### config.mk
export PLATFORM = sky130hd
export DESIGN_NAME = serializer16
export DESIGN_NICKNAME = d
export VERILOG_FILES = /design/src/rtl/serializer16_pkg.sv /design/src/rtl/shift_reg16.sv /design/src/rtl/serializer16.sv
export SDC_FILE = /design/constraint.sdc
export NUM_CORES = 1
export LEC_CHECK = 0
export ABC_AREA = 1
export BUFFER_PORTS_ARGS = -buffer_cell sky130_fd_sc_hd__buf_2
export CAP_MARGIN = 20
export CORE_ASPECT_RATIO = 1.25
export CORE_MARGIN = 3
export CORE_UTILIZATION = 45
export CTS_BUF_LIST = sky130_fd_sc_hd__clkbuf_4 sky130_fd_sc_hd__clkbuf_8
export CTS_CLUSTER_DIAMETER = 40
export DETAILED_ROUTE_END_ITERATION = 7
export PLACE_DENSITY = 0.78
export SLEW_MARGIN = 20
export SYNTH_ARGS = -nofsm -noshare
export SYNTH_HDL_FRONTEND = slang
export SYNTH_SLANG_ARGS = --single-unit
### constraint.sdc
create_clock -name clk -period 2.6 [get_ports clk]
set_input_delay 0.13 -clock clk [delete_from_list [all_inputs] [get_ports clk]]
set_output_delay 0.13 -clock clk [all_outputs]
set_load 0.05 [all_outputs]
### src/rtl/serializer16_pkg.sv
// Shared definitions for the bit-serial word link (serializer and deserializer).
package serializer16_pkg;

  localparam int WORD_WIDTH = 16;
  localparam int CNT_WIDTH  = 4;

  // Index of the final bit of a word, as held in the bit counter.
  localparam logic [CNT_WIDTH-1:0] CNT_LAST = CNT_WIDTH'(WORD_WIDTH - 1);

  // Link state encoding, shared with the deserializer.
  typedef enum logic {
    SER_IDLE  = 1'b0,
    SER_SHIFT = 1'b1
  } ser_state_t;

endpackage

### src/rtl/shift_reg16.sv
// 16-bit shift register: parallel load, one-position shift toward the output end.
module shift_reg16
  import serializer16_pkg::*;
#(
  parameter bit MSB_FIRST = 1'b0
) (
  input  logic                  clk,
  input  logic                  reset,
  input  logic                  load,
  input  logic                  shift,
  input  logic [WORD_WIDTH-1:0] in,
  output logic [WORD_WIDTH-1:0] q
);

  // Load beats shift; shifting moves bits toward the serial output end and zero-fills.
  // NOTE: sequential state uses non-blocking assignments so every flop samples pre-edge values.
  // NOTE: this register is reset even though the gated output never exposes stale data, so a
  // reset always leaves the datapath in a known state for debug and equivalence checking.
  always_ff @(posedge clk) begin
    if (reset) begin
      q <= '0;
    end else if (load) begin
      q <= in;
    end else if (shift) begin
      if (MSB_FIRST) q <= {q[WORD_WIDTH-2:0], 1'b0};
      else           q <= {1'b0, q[WORD_WIDTH-1:1]};
    end
  end

endmodule

### src/rtl/serializer16.sv
// Parallel-in / serial-out converter for 16-bit words with first/last markers.
module serializer16
  import serializer16_pkg::*;
#(
  parameter bit MSB_FIRST = 1'b0
) (
  input  logic                  clk,
  input  logic                  reset,
  input  logic [WORD_WIDTH-1:0] in,
  input  logic                  in_valid,
  output logic                  in_ready,
  output logic                  out,
  output logic                  out_valid,
  input  logic                  out_ready,
  output logic                  out_first,
  output logic                  out_last
);

  // Selects the shift-register bit that sits at the serial output end.
  localparam logic [WORD_WIDTH-1:0] OUT_MASK =
    MSB_FIRST ? (WORD_WIDTH'(1) << (WORD_WIDTH - 1)) : WORD_WIDTH'(1);

  ser_state_t           state, state_next;
  logic [CNT_WIDTH-1:0] cnt, cnt_next;
  logic                 load, shift;
  logic [WORD_WIDTH-1:0] shreg;

  shift_reg16 #(
    .MSB_FIRST(MSB_FIRST)
  ) u_shreg (
    .clk  (clk),
    .reset(reset),
    .load (load),
    .shift(shift),
    .in   (in),
    .q    (shreg)
  );

  // State and bit-counter registers.
  always_ff @(posedge clk) begin
    if (reset) begin
      state <= SER_IDLE;
      cnt   <= '0;
    end else begin
      state <= state_next;
      cnt   <= cnt_next;
    end
  end

  // Next-state and handshake decode; everything is forced low while reset is held.
  // NOTE: every output of this block gets a default first, so no path can infer a latch.
  always_comb begin
    state_next = state;
    cnt_next   = cnt;
    load       = 1'b0;
    shift      = 1'b0;
    in_ready   = 1'b0;
    out_valid  = 1'b0;
    out_first  = 1'b0;
    out_last   = 1'b0;
    if (!reset) begin
      unique case (state)
        SER_IDLE: begin
          in_ready = 1'b1;
          if (in_valid) begin
            load       = 1'b1;
            cnt_next   = '0;
            state_next = SER_SHIFT;
          end
        end
        SER_SHIFT: begin
          out_valid = 1'b1;
          out_first = (cnt == '0);
          out_last  = (cnt == CNT_LAST);
          if (out_ready) begin
            if (cnt != CNT_LAST) begin
              shift    = 1'b1;
              cnt_next = cnt + CNT_WIDTH'(1);
            end else begin
              // Final bit leaves this cycle: reload with no bubble, or fall back to idle.
              in_ready = 1'b1;
              if (in_valid) begin
                load     = 1'b1;
                cnt_next = '0;
              end else begin
                state_next = SER_IDLE;
              end
            end
          end
        end
        default: state_next = SER_IDLE;
      endcase
    end
  end

  // Serial bit, held at 0 whenever no bit is being offered.
  always_comb begin
    out = out_valid & (|(shreg & OUT_MASK));
  end

endmodule

==> results of run 1 <==
-- routing by layer --
metal | global-route usage | up-vias
met4 | 0.0393 | 0
met3 | 0.0236 | 4
met2 | 0.247 | 32
met1 | 0.227 | 511
li1 | - | 609
met5 | 0 | -
-- placed cells by master (no fill, tap or decap) --
master / count
nand2_4: 1
a21oi_1: 4
nand4_4: 1
a211oi_1: 1
buf_2: 24
o21ai_1: 5
o211ai_1: 1
nand3_1: 27
nand4_1: 8
ha_1: 2
o21ai_2: 1
nand2_1: 19
o221ai_1: 1
o211a_1: 1
nand2_2: 2
dfxtp_1: 21
nor2_4: 1
o21ai_0: 6
clkbuf_4: 4
nand3_2: 2
inv_1: 33
buf_4: 1
nor2_1: 33
-- flip-flops by register name (all words and copies together) (netlist names) --
name       cells
u_shreg.q     16
state          1
cnt            4
-- critical path: cells and delay by family, from the launching register on --
kind	cells	cell delay [ns]
buf+inv	2	0.36
fa+ha+maj	1	0.27
flops	1	0.40
simple gates	2	0.24
compound gates	1	0.37
-- cells by family (layout without fill, tap and decap cells) --
family	after synthesis	after routing	share of synthesized area
adder cells (fa/ha/maj)	2	2	0.0212
buffers and inverters	41	62	0.138
flip-flops	21	21	0.356
AO/OA/AOI/OAI	20	20	0.0995
AND/OR/NAND/NOR	94	94	0.386
-- layout make-up --
type                       instances  share of cell area
tap                               33              0.0308
sequential                        21               0.313
clock buffer                       4              0.0224
timing repair buffer              25              0.0951
inverter                          33              0.0923
multi-input combinational        116               0.446
-- path summary, 6_finish.rpt --
kind	from	end	slack, ns	depth (start not counted)
worst max-delay path	cnt[1]$_SDFFE_PP0P_	in_ready	0.54	6
worst min-delay path	in[15]	u_shreg.q[15]$_SDFFE_PP0P_	0.11	3
worst max register to register	cnt[1]$_SDFFE_PP0P_	u_shreg.q[14]$_SDFFE_PP0P_	0.80	8
worst min register to register	u_shreg.q[15]$_SDFFE_PP0P_	u_shreg.q[15]$_SDFFE_PP0P_	0.49	2
-- per-stage QoR --
stage               cells  power [W]  hold slack, ns  setup slack, ns  utilization
floorplan             178   0.000432           0.303            0.756            -
global placement      228   0.000463           0.427            0.894        0.530
detailed placement    228   0.000464           0.427            0.839        0.530
CTS                   232   0.000630           0.102            0.524        0.542
global route          232   0.000661           0.107            0.341        0.542
finish                232   0.000623           0.106            0.537        0.542
-- power by group through the flow --
stage	clock network, W	registers [W]	logic (W)
global route	0.000188	0.000350	0.000123
CTS	0.000173	0.000347	0.000109
floorplan	0	0.000350	0.0000820
global placement	0	0.000354	0.000108
detailed placement	0	0.000355	0.000109
finish	0.000166	0.000348	0.000109
-- cell usage after synthesis --
master	instances
nand4_4	1
nand4_1	8
nand2_2	2
a21oi_1	4
nand2_1	19
inv_1	33
o211ai_1	1
nor2_1	33
o21ai_0	6
a211oi_1	1
o211a_1	1
buf_2	4
o21ai_2	1
nor2_4	1
dfxtp_1	21
o221ai_1	1
nand3_1	27
nand3_2	2
o21ai_1	5
buf_4	1
clkbuf_1	3
ha_1	2
nand2_4	1
==> impl_metrics.ini, run 1 <==
[run_status]
outcome = completed

[sta]
fin_skew_ns = 0.00558
worst_pin_slew_ns = 0.398
rsz0062_at_grt = no
period_share = 0.793
slew_viol_final = 0
final.setup.tns_ns = 0
fmax_mhz = 485
slew_headroom = 0.735
setup_viol = 0
hold_viol = 0
timing.final.crit_period_ns = 2.06

[drt]
avgViaCountPerCell = 4.98
postRouteAntennaNets = 0
drc_errors = 0
drt_first_pass_iters = 4
vias = 1156
drtIter0Drc = 37
wl_met2_um = 1130
wirelength_um = 2470
highest_layer = met4
wl_met3_um = 142
wl_per_cell_um = 10.7
wl_met1_um = 1180

[power_and_ir_drop]
powerDensity_mw_per_mm2 = 464
clkPwrFrac = 0.267
p_leak_nw = 0.675
swShare = 0.286
seq_power_share = 0.558
p_int_w = 0.000445
ir_worst_vdd_mv = 0.250
p_sw_w = 0.000178
comb_power_share = 0.175

[finish]
fill_cells = 255
final_area_mm2 = 0.00134
diodes = 0
nets = 222
multi_input_area_um2 = 599
synthToLayoutAreaGrowth_pct = 13.5
drive_gt1_frac = 0.186
seqCellArea_um2 = 420

[worst_setup_path]
startpoint_type = register
cp.required_ns = 2.47
path_cells = ha_1 > nand3_2 > o21ai_2 > inv_1 > nor2_1 > buf_2
cp_max_fo = 9
slowest_stage = dfxtp_1
cp.arrival_ns = 1.93
critPathCaptureType = output pin
crit_type = register to output pin
max_stage_delay_ns = 0.40

[logic_synthesis]
ys_types = 23
synth_area_mm2 = 0.00118
syn-num-nets = 200
synthCells = 178
ys_seq_elements = 21
synth_area_leaders = dfxtp_1 36%, nand3_1 11%, inv_1 10%
synth.yosys.warnings = 0
yosysSeqAreaShare = 0.356
yosys.area.top_type_share = 0.356
avgSynthCellArea_um2 = 6.64
yosysTopAreaCell = dfxtp_1

[cts]
cts_root_buffer = clkbuf_4
cts.sinks = 21
ctsHoldBuffers = 0
cts_tree = yes
ctsLongestPathBuffers = 2
cts_made_buffers = 3
htree_levels = 1
clkLatencyLatePin_ns = 0.30
path_clk_slew_ns = 0.12
ctsResizeCount = 0
cts_setup_buffers = 0

[floorplanning]
row_count = 20
initial_core_util = 0.477
core-area_mm2 = 0.00248
die_x_um = 51.8
ioPinCount = 25
die_h_um = 63.3
fp.dieArea_mm2 = 0.00328

[grt]
grt_antenna_before_repair = 0
grt_max_degree = 25
grt_pass1_wl_um = 4160
grt_util_all_layers = 0.159
grt-ovfl-total = 0
grt_pass1_vias = 968

[worst_hold_path]
hp-class = primary input to register

[job]
maxCapViolations = 0

[placed_design]
hpwl_um = 1760
dpl_cell_area_mm2 = 0.00131
gp_congestion = 0.780
portBuffers = 24
(Power assumes the default switching activity.)
==> run 2, diff against run 1 <==
--- a/config.mk
+++ b/config.mk
@@ -14,7 +14,7 @@
 export CTS_BUF_LIST = sky130_fd_sc_hd__clkbuf_4 sky130_fd_sc_hd__clkbuf_8
 export CTS_CLUSTER_DIAMETER = 40
 export DETAILED_ROUTE_END_ITERATION = 7
-export PLACE_DENSITY = 0.78
+export PLACE_DENSITY = 0.8
 export SLEW_MARGIN = 20
 export SYNTH_ARGS = -nofsm -noshare
 export SYNTH_HDL_FRONTEND = slang
==> constraint.sdc (replaced) <==
create_clock -name clk -period 1.7 [get_ports clk]
set_input_delay 0.085 -clock clk [delete_from_list [all_inputs] [get_ports clk]]
set_output_delay 0.085 -clock clk [all_outputs]
set_load 0.05 [all_outputs]
==> run 2 against run 1 <==
Non-clock buffer count up 8. Die area unchanged. Clock skew is 0.0021 ns higher. Global-route usage rose by 0.90 points. Wire length up 4.0%. Via count increased by 0.26%. Largest cell class unchanged. Largest power group unchanged.
==> impl_metrics.ini, run 2 (same netlist as run 1, synthesis figures left out) <==
[worst_setup_path]
path_depth = 6
startpoint_type = register
cp.required_ns = 1.62
cpLargestDelayFamily = flip-flops
cp.arrival_ns = 1.50
r2r_setup_slack_ns = 0.21
r2r_cells = 9
crit_type = register to output pin
crit_buf_inv = 2
path_cells = ha_2 > nand3_4 > o21ai_2 > inv_1 > nor2_2 > buf_6
critPathCaptureType = output pin
regToRegStartpoint = cnt[0]$_SDFFE_PP0P_
r2r-end = u_shreg.q[4]$_SDFFE_PP0P_
max_stage_delay_ns = 0.37
critPathLaunch = cnt[1]$_SDFFE_PP0P_
endpoint = in_ready
slowest_stage = dfxtp_2
cp_max_fo = 4

[sta]
fin_skew_ns = 0.00765
worst_pin_slew_ns = 0.391
hold_viol = 0
final.setup.tns_ns = 0
fmax_mhz = 632
period_share = 0.931
slew_headroom = 0.739
slew_viol_final = 0
timing.final.crit_period_ns = 1.58
setup_viol = 0
layout_setup_ws_ns = 0.117

[placed_design]
gp_congestion = 0.777
portBuffers = 24
pre_cts_slack_ns = 0.147
hpwl_um = 1890
dpl_cell_area_mm2 = 0.00135

[floorplanning]
row_count = 20
ioPinCount = 25
fp.dieArea_mm2 = 0.00328
initial_core_util = 0.477
die_h_um = 63.3
core-area_mm2 = 0.00248
die_x_um = 51.8

[drt]
wl_per_cell_um = 10.7
postRouteAntennaNets = 0
drc_errors = 0
avgViaCountPerCell = 4.83
vias = 1159
drtIter0Drc = 17
wirelength_um = 2570
drt_first_pass_iters = 4

[grt]
grt_max_degree = 17
grt_pass1_wl_um = 4330
grt_antenna_before_repair = 0
grt_util_all_layers = 0.168
grt-ovfl-total = 0
grt_pass1_vias = 1056

[finish]
synthToLayoutAreaGrowth_pct = 20.4
largestRegisters = u_shreg.q (16), cnt (4), state (1)
final_common_cell = inv_1
largest_reg_flops = 16
fill_cells = 268
final_cell_mix = 33 x inv_1, 32 x nor2_1, 27 x nand3_1, 23 x buf_2
nets = 230
final_area_mm2 = 0.00142
drive_gt1_frac = 0.237
regMostFlops = u_shreg.q
diodes = 0

[job]
maxCapViolations = 0

[cts]
ctsLongestPathBuffers = 2
clkLatencyLatePin_ns = 0.30
cts_tree = yes
path_clk_slew_ns = 0.11
ctsHoldBuffers = 0
htree_levels = 1
cts.sinks = 21
cts_made_buffers = 3
cts_root_buffer = clkbuf_4

[power_and_ir_drop]
p_total_w = 0.000965
p_leak_nw = 0.713
powerDensity_mw_per_mm2 = 678
ir_worst_vdd_mv = 0.473

[run_status]
outcome = completed

[worst_hold_path]
hp-class = primary input to register
[run 2: changes by cell type in the layout (fill, tap and decap cells not counted), sizes merged]
cell  delta
buf      +8
[run 2: timing repair]
action | 4_1_cts | 5_1_grt
cloned | 0 | 0
resized for setup | 1 | 5
endpoints found under the hold margin | 0 | 0
pin swaps | 0 | 1
setup endpoints to repair | 1 | 5
setup buffers | 0 | 3
[run 2: worst min-delay path by stage]
| stage | endpoint | start | cells after the start | slack (ns) |
|---|---|---|---|---|
| floorplan | u_shreg.q[15]$_SDFFE_PP0P_ | in[15] | 2 | 0.26 |
| global placement | u_shreg.q[15]$_SDFFE_PP0P_ | in[15] | 3 | 0.40 |
| detailed placement | u_shreg.q[15]$_SDFFE_PP0P_ | in[15] | 3 | 0.40 |
| CTS | u_shreg.q[15]$_SDFFE_PP0P_ | in[15] | 3 | 0.06 |
| global route | u_shreg.q[15]$_SDFFE_PP0P_ | in[15] | 3 | 0.07 |
| finish | u_shreg.q[15]$_SDFFE_PP0P_ | in[15] | 3 | 0.07 |
[run 2: worst reg2reg max path: stages, from the launching register on]
cell and delay (ns):
dfxtp_2 0.35, ha_2 0.20, nand3_4 0.11, nand3_2 0.10
inv_1 0.14, nand2_4 0.11, nand2_2 0.18, nor2_1 0.06
nor2_1 0.10, nor2_1 0.05
[run 2: cell type report]
class / count / area (µm²) / share of cell area
multi-input cells: 116 / 612 / 0.430
flip-flops and latches: 21 / 423 / 0.297
clock buffers: 4 / 30.0 / 0.0211
inverters: 33 / 124 / 0.0870
well taps: 33 / 41.3 / 0.0290
repair buffers: 33 / 194 / 0.136
[run 2: per-stage QoR]
step	instances	hold slack, ns	util
3_5_place_dp	233	0.397	0.546
4_1_cts	237	0.0583	0.559
5_1_grt	240	0.0709	0.575
6_report	240	0.0704	0.575
3_3_place_gp	233	0.400	0.546
2_1_floorplan	178	0.258	-
[run 2: per-layer routing]
metal  GRT usage  vias to the layer above  routed length, µm
li1            -                      629                  -
met1       0.209                      498               1170
met2       0.288                       28               1260
met3      0.0213                        4                106
met4      0.0590                        0                 29
met5           0                        -                  0
[run 2: power by group]
part | internal [W] | switching (W) | total [W]
Sequential | 0.000515 | 0.0000164 | 0.000531
Clock | 0.000107 | 0.000145 | 0.000253
Combinational | 0.0000704 | 0.000111 | 0.000182
==> run 3, diff against run 2 <==
--- a/config.mk
+++ b/config.mk
@@ -8,13 +8,12 @@
 export ABC_AREA = 1
 export BUFFER_PORTS_ARGS = -buffer_cell sky130_fd_sc_hd__buf_2
 export CAP_MARGIN = 20
-export CORE_ASPECT_RATIO = 1.25
 export CORE_MARGIN = 3
-export CORE_UTILIZATION = 45
+export CORE_UTILIZATION = 50
 export CTS_BUF_LIST = sky130_fd_sc_hd__clkbuf_4 sky130_fd_sc_hd__clkbuf_8
 export CTS_CLUSTER_DIAMETER = 40
 export DETAILED_ROUTE_END_ITERATION = 7
-export PLACE_DENSITY = 0.8
+export PLACE_DENSITY = 0.87
 export SLEW_MARGIN = 20
 export SYNTH_ARGS = -nofsm -noshare
 export SYNTH_HDL_FRONTEND = slang
==> run 3 against run 2 <==
Critical path depth unchanged. Hold slack better by 0.019 ns. Cell area down 0.53%. Register-to-register slack worse by 0.12 ns. Critical endpoint unchanged. Largest cell class unchanged. Cell count shrank 2.9%. Core utilization increased by 9.9 points. Non-clock buffer count down 1. Power up 2.0%. Die area decreased by 9.1%. Highest routed layer unchanged. Largest power group unchanged. Via count up 2.6%. Clock power is 5% higher. Critical path type unchanged.
==> impl_metrics.ini, run 3 (same netlist as run 1, synthesis figures left out) <==
[run_status]
outcome = completed

[sta]
timing.final.crit_period_ns = 1.63
setup_viol = 0
slew_viol_final = 0
fmax_mhz = 612
fin_skew_ns = 0.0108
final.setup.tns_ns = 0
slew_headroom = 0.762
worst_pin_slew_ns = 0.356
hold_viol = 0
period_share = 0.961

[placed_design]
gp_congestion = 0.826
portBuffers = 24
hpwl_um = 2060
dpl_cell_area_mm2 = 0.00135

[drt]
drt_first_pass_iters = 4
vias = 1189
wl_per_cell_um = 11.9
drtIter0Drc = 30
wirelength_um = 2780
drc_errors = 0
avgViaCountPerCell = 5.10
postRouteAntennaNets = 0

[grt]
grt_util_all_layers = 0.214
grt_antenna_before_repair = 0
grt_pass1_wl_um = 4710
grt_max_degree = 17
grt_pass1_vias = 1091
grt-ovfl-total = 0

[worst_hold_path]
min_path_cells = 3
worst_hold_path.endpoint = u_shreg.q[15]$_SDFFE_PP0P_
worst_hold_startpoint = in[15]
hp-class = primary input to register

[power_and_ir_drop]
p_leak_nw = 0.708
powerDensity_mw_per_mm2 = 695
ir_worst_vdd_mv = 0.518

[floorplanning]
row_count = 16
ioPinCount = 25
die_x_um = 54.6
die_h_um = 54.6
initial_core_util = 0.563
core-area_mm2 = 0.00210
fp.dieArea_mm2 = 0.00298

[cts]
cts.sinks = 21
path_clk_slew_ns = 0.11
ctsLongestPathBuffers = 2
cts_made_buffers = 3
clkLatencyLatePin_ns = 0.31
ctsHoldBuffers = 0
cts_tree = yes
cts_root_buffer = clkbuf_4
htree_levels = 1

[finish]
final_cell_mix = 33 x inv_1, 32 x nor2_1, 27 x nand3_1, 23 x buf_2
diodes = 0
drive_gt1_frac = 0.233
synthToLayoutAreaGrowth_pct = 19.8
largest_reg_flops = 16
largestRegisters = u_shreg.q (16), cnt (4), state (1)
final_area_mm2 = 0.00142
final_common_cell = inv_1
fill_cells = 192
nets = 229
regMostFlops = u_shreg.q

[worst_setup_path]
r2r-end = u_shreg.q[15]$_SDFFE_PP0P_
r2r_setup_slack_ns = 0.09
critPathCaptureType = output pin
startpoint_type = register
crit_type = register to output pin
regToRegStartpoint = cnt[0]$_SDFFE_PP0P_
r2r_cells = 8
cp_max_fo = 5
cp.arrival_ns = 1.55
cp.required_ns = 1.62

[job]
maxCapViolations = 0
run 3: changes by cell type in the layout (fill, tap and decap cells not counted), sizes merged:
cell / delta
buf: -1
run 3: power breakdown:
group / internal [W] / switching [W]
combinational: 0.0000742 / 0.000116
sequential: 0.000513 / 0.0000170
clock: 0.000108 / 0.000158
run 3: stage by stage:
stage	hold slack, ns	std cells	setup WS, ns	util	total power (W)
detailed placement	0.414	227	0.0932	0.640	0.000723
finish	0.0891	233	0.0669	0.674	0.000985
global placement	0.362	227	0.164	0.640	0.000714
global route	0.0950	233	-0.0211	0.674	0.00104
floorplan	0.258	178	0.117	-	0.000661
CTS	0.0902	232	0.0140	0.661	0.000981
run 3: layer usage:
metal | vias to the layer above | track usage | routed length (µm)
met4 | 0 | 0.0373 | 14
met2 | 34 | 0.404 | 1450
met3 | 3 | 0.0327 | 130
li1 | 629 | - | -
met5 | - | 0 | 0
met1 | 523 | 0.252 | 1190
run 3: worst max path at each step:
stage | startpoint | to | cells past startpoint
floorplan | cnt[1]$_SDFFE_PP0P_ | in_ready | 5
global placement | cnt[0]$_SDFFE_PP0P_ | u_shreg.q[10]$_SDFFE_PP0P_ | 9
detailed placement | cnt[0]$_SDFFE_PP0P_ | u_shreg.q[12]$_SDFFE_PP0P_ | 9
CTS | cnt[1]$_SDFFE_PP0P_ | in_ready | 6
global route | cnt[0]$_SDFFE_PP0P_ | in_ready | 6
finish | cnt[0]$_SDFFE_PP0P_ | in_ready | 6
run 3: area by class of cell:
| class | count | area (µm²) | share of cell area |
|---|---|---|---|
| clock buffer | 4 | 30.0 | 0.0212 |
| multi-input combinational | 116 | 614 | 0.434 |
| tap | 27 | 33.8 | 0.0239 |
| timing repair buffer | 32 | 186 | 0.132 |
| sequential | 21 | 428 | 0.302 |
| inverter | 33 | 124 | 0.0875 |
run 3: critical path: stages, from the launching register on:
cell and delay [ns]:
dfxtp_4 0.39, ha_4 0.17, nand3_2 0.14, o21ai_2 0.21
inv_1 0.08, nor2_2 0.09, buf_6 0.16
run 3: timing repair:
action                     in CTS  in global routing
pin swaps                       1                  1
gates resized for setup         4                  4
buffers inserted                1                  1
cloned                          0                  0
setup endpoints to repair       1                  1
